--- src/rtl/reg_bank_sequencer.sv ---
// rtl/reg_bank_sequencer.sv - two-requester sequencer driving FunSel/I/E of a 16-bit register bank
// Optional FIXED_PRIORITY_EN: A always wins a simultaneous request; no round-robin pointer.
module reg_bank_sequencer #(
  parameter int SEL_W = 2
) (
  input  logic                  Clock,
  input  logic                  Reset,
  input  logic                  A_Valid,
  input  logic [3:0]            A_Op,
  input  logic [SEL_W-1:0]      A_Sel,
  input  logic [15:0]           A_Data,
  output logic                  A_Ready,
  input  logic                  B_Valid,
  input  logic [3:0]            B_Op,
  input  logic [SEL_W-1:0]      B_Sel,
  input  logic [15:0]           B_Data,
  output logic                  B_Ready,
  output logic [2:0]            FunSel,
  output logic [15:0]           I,
  output logic [(2**SEL_W)-1:0] E,
  output logic                  Busy
);

  localparam int NUM_REGS = 2**SEL_W;

  localparam logic [2:0] FS_LOAD_LO = 3'b100;
  localparam logic [2:0] FS_LOAD_HI = 3'b110;

  typedef enum logic [1:0] {IDLE, ISSUE, SPLIT_LO, SPLIT_HI} state_t;

  state_t               state, state_next;
  logic [7:0]           hi_q, hi_next;
  logic [SEL_W-1:0]     sel_q, sel_next;
  logic [2:0]           fs_next;
  logic [15:0]          i_next;
  logic [NUM_REGS-1:0]  e_next;
  logic                 can_accept, grant_a, grant_b, accept;
  logic [3:0]           op;
  logic [SEL_W-1:0]     sel;
  logic [15:0]          data;
`ifndef FIXED_PRIORITY_EN
  logic                 rr_b, rr_b_next;
`endif

  // SPLIT_LO is the only cycle whose next-cycle controls are already committed
  always_comb begin
    can_accept = !Reset && (state != SPLIT_LO);
`ifdef FIXED_PRIORITY_EN
    grant_a    = can_accept && A_Valid;
`else
    grant_a    = can_accept && A_Valid && (!B_Valid || !rr_b);
`endif
    grant_b    = can_accept && B_Valid && !grant_a;
    accept     = grant_a || grant_b;
    op         = grant_a ? A_Op   : B_Op;
    sel        = grant_a ? A_Sel  : B_Sel;
    data       = grant_a ? A_Data : B_Data;
  end

  assign A_Ready = grant_a;
  assign B_Ready = grant_b;

  always_comb begin
    state_next = IDLE;
    fs_next    = FunSel;
    i_next     = I;
    e_next     = '0;
    hi_next    = hi_q;
    sel_next   = sel_q;
    if (accept) begin
      sel_next     = sel;
      e_next[sel]  = 1'b1;
      if (op[3]) begin
        state_next = SPLIT_LO;
        fs_next    = FS_LOAD_LO;
        i_next     = {8'h00, data[7:0]};
        hi_next    = data[15:8];
      end else begin
        state_next = ISSUE;
        fs_next    = op[2:0];
        i_next     = data;
      end
    end else if (state == SPLIT_LO) begin
      state_next    = SPLIT_HI;
      fs_next       = FS_LOAD_HI;
      i_next        = {8'h00, hi_q};
      e_next[sel_q] = 1'b1;
    end
  end

`ifndef FIXED_PRIORITY_EN
  always_comb begin
    rr_b_next = rr_b;
    if (grant_a) rr_b_next = 1'b1;
    else if (grant_b) rr_b_next = 1'b0;
  end
`endif

  always_ff @(posedge Clock) begin
    if (Reset) begin
      state  <= IDLE;
      FunSel <= 3'b000;
      I      <= 16'h0000;
      E      <= '0;
      Busy   <= 1'b0;
      hi_q   <= 8'h00;
      sel_q  <= '0;
`ifndef FIXED_PRIORITY_EN
      rr_b   <= 1'b0;
`endif
    end else begin
      state  <= state_next;
      FunSel <= fs_next;
      I      <= i_next;
      E      <= e_next;
      Busy   <= (state_next != IDLE);
      hi_q   <= hi_next;
      sel_q  <= sel_next;
`ifndef FIXED_PRIORITY_EN
      rr_b   <= rr_b_next;
`endif
    end
  end

endmodule

--- config.mk ---
export PLATFORM = sky130hd
export DESIGN_NAME = reg_bank_sequencer
export DESIGN_NICKNAME = d
export VERILOG_FILES = /design/src/rtl/reg_bank_sequencer.sv
export SDC_FILE = /design/constraint.sdc
export NUM_CORES = 1
export LEC_CHECK = 0
export ABC_AREA = 1
export CORE_ASPECT_RATIO = 1.2
export CORE_MARGIN = 2
export CORE_UTILIZATION = 42
export DETAILED_ROUTE_END_ITERATION = 12
export PLACE_DENSITY = 0.77
export SYNTH_ARGS = -nofsm -noshare
export SYNTH_HDL_FRONTEND = slang
export SYNTH_SLANG_ARGS = --single-unit
--- constraint.sdc ---
create_clock -name Clock -period 1.43 [get_ports Clock]
set_clock_uncertainty 0.2 [all_clocks]
set_input_delay 0.286 -clock Clock [delete_from_list [all_inputs] [get_ports Clock]]
set_output_delay 0.286 -clock Clock [all_outputs]
set_load 0.02 [all_outputs]
==> metrics.txt <==
DRC viols=0; die width=approximately 71 um; crit path kind=register to register; FILL cells=351; PwrDens=about 890 nW/um^2; Critical Path Slowest Stage Cell=dfxtp_2; crit start category=register; Hold Buf Count CTS=0; Diodes inserted=0; Mapped Area=roughly 2300 um^2; Worst IR Drop VDD=about 0.57 mV; Final Hold Vio Count=0; crit path cell chain=buf_6 -> inv_4 -> nor2_4 -> nor2_4 -> nand2_8 -> nand2_8 -> nand2_8 -> buf_6 -> nand3_2 -> nand2_2 -> nor2_2; Slew @ Worst Pin=between 200 and 300 ps; setup ws final=-299.3 ps; flop and latch count out of synthesis=37; syn nets=just over 400; max-slew violations=0; slowest cell delay on critical path=340 ps; Commonest cells post-synth=99 x nand2_1, 67 x inv_1, 48 x nand3_1, 37 x dfxtp_1, 18 x o21ai_0; Clock Sinks=37; min Tclk post-route=1729 ps; status=complete, but fails checks; DIE AREA=about 6000 um^2; Register Area=744.5 um^2; WL final=between 8000 and 9000 um; register area share after synthesis=between 30 and 40%; top-area cell type share of the netlist area=roughly a third; first-pass GRT wire length=13,630 um; vias per cell=roughly 5.3; area taken by multi-input logic gates=about 1600 um^2; Fmax=578.3 MHz; Pleak=approximately 1.9 nW; clk slew on worst S/H paths=around 80 ps; critical path arrival=roughly 1800 ps; CP max FO=7; Worst-Skew Late Latency=300 ps; share of cells above drive strength 1=just under 40%; CTS Buffer Depth=2; GRT Total Usage=29.00%; CTS Buf Count=5; First DRT Iteration DRCs=195; final setup TNS=-8579 ps; Core Rows=29; Initial Util=about 43%; unrepaired setup endpoints after global routing=true; CP Capture Type=register; Post-synth ARST share=0%; Placed Cells=498; DR vias=between 2,000 and 3,000; Tcrit/Tclk final=120.9%; Post-Syn Area per Cell=~6.2 um^2; Buffers on Ports=between 70 and 80; Non-Filler Instances=530; synthesized netlist cell count=362; ys flop type=dfxtp_1; post-route antenna net violation count=0; Yosys cell types=21; wire per inst=approximately 17 um; grt total ovfl=0; final setup vio count=39; Post-synth EDFFs=0; P&R area growth vs syn=78.11%; die extent in y=between 80 and 90 um; violated checks=setup timing; Final nets=515; delay-heaviest family, CP=simple AND/OR/NAND/NOR gates; gpl congestion=between 0.8 and 0.9; H-Tree Depth=2; synth warn=0; initial antenna violation count=0; Worst Hold Class=register to register; Rel. slew slack=between 80 and 90%; core area=5225 um^2; drt pass-1 iters=4; CTS root buffer=clkbuf_8; cell taking the most area after synthesis=dfxtp_1; max_cap viols=0; largest net degree at the start of global routing=21; CP dominant cell by count=nand2_8; dominant cells by area after synthesis=dfxtp_1 33%, nand2_1 17%, inv_1 11%; worst endpoint required time=1480 ps; top-count cell post-synth=nand2_1; io pins=74; Critical path buffers and inverters=3; Post-DP HPWL=approximately 4400 um; CTS tree=done; vias in the first global route=just under 3,000
-- cell usage in the layout (no fill, tap or decap), types with 8 or more instances in the layout --
master / synthesis / routed
nand2_1: 99 / 70
o21bai_1: 11 / 11
nand3_2: 0 / 23
nand3_1: 48 / 22
buf_4: 2 / 16
a21oi_2: 0 / 9
o21ai_0: 18 / 9
buf_6: 4 / 15
dfxtp_1: 37 / 34
nand4_1: 8 / 8
clkbuf_2: 1 / 15
clkdlybuf4s50_1: 0 / 44
o21ai_2: 1 / 10
inv_1: 67 / 65
nand2_4: 2 / 10
nand2_2: 11 / 28
-- sequential cells by signal, summed over array words and instances, names as in the netlist --
| name | flops |
|---|---|
| I | 16 |
| hi_q | 8 |
| E | 4 |
| FunSel | 3 |
| sel_q | 2 |
| state | 2 |
| Busy | 1 |
| rr_b | 1 |
-- repair_timing --
action                                  CTS  global route
pin swaps                                44            31
endpoints found under the setup margin   63            59
gates cloned                              9             0
setup buffers                            16             2
resized for setup                       170            69
-- logic make-up after synthesis --
logic type	count (synthesis)	share of synthesized area [%]
AOI/OAI and AO/OA	48	12.06
and+or+nand+nor	184	37.33
buffers and inverters	93	17.72
DFF	37	32.89
-- path summary, 6_finish.rpt --
path | from | endpoint | slack, ps | depth (start not counted)
hold reg to reg | I[13]$_SDFFE_PP0P_ | I[13]$_SDFFE_PP0P_ | 270 | 2
setup / recovery | state[1]$_SDFF_PP0_ | hi_q[4]$_SDFFE_PP0P_ | -300 | 11
setup reg to reg | state[1]$_SDFF_PP0_ | hi_q[4]$_SDFFE_PP0P_ | -300 | 11
hold / removal | I[13]$_SDFFE_PP0P_ | I[13]$_SDFFE_PP0P_ | 270 | 2
-- worst register-to-register path, stage by stage (launching register included) --
cell,delay (ps)
dfxtp_2,340
buf_6,120
inv_4,60
nor2_4,50
nor2_4,190
nand2_8,150
nand2_8,100
nand2_8,80
buf_6,150
nand3_2,70
nand2_2,60
nor2_2,110
-- per-layer routing --
| layer | routed length, um | vias to the layer above | GRT usage (%) |
|---|---|---|---|
| met5 | 0 | - | 0 |
| met4 | 374 | 0 | 15.95 |
| met3 | 645 | 37 | 6.242 |
| met2 | 4553 | 149 | 51.74 |
| met1 | 3241 | 1308 | 31.36 |
| li1 | - | 1327 | - |
-- layout make-up --
| type | count | share of cell area [%] |
|---|---|---|
| repair buffers | 118 | 30.32 |
| well taps | 62 | 1.934 |
| clock buffers | 6 | 2.059 |
| clock inverters | 2 | 0.9357 |
| inverters | 71 | 6.831 |
| flip-flops and latches | 37 | 18.56 |
| multi-input cells | 234 | 39.36 |
-- power by group --
group	internal [mW]	total, mW	switching (mW)
Combinational	0.627	1.39	0.760
Sequential	1.12	1.18	0.0611
Clock	0.567	0.981	0.413
-- through the flow --
stage	total power, mW	cell area, um^2	utilization [%]	hold WS, ps	setup slack, ps
floorplan	1.761	2321	-	243.5	-38.12
global placement	2.114	3143	60.15	256.5	-815.5
detailed placement	2.135	3143	60.15	260.6	-835.8
CTS	3.430	3989	76.34	271.0	-198.2
global route	3.703	4011	76.77	289.8	-347.8
finish	3.551	4011	76.77	265.1	-299.3
(Power assumes the default switching activity.)
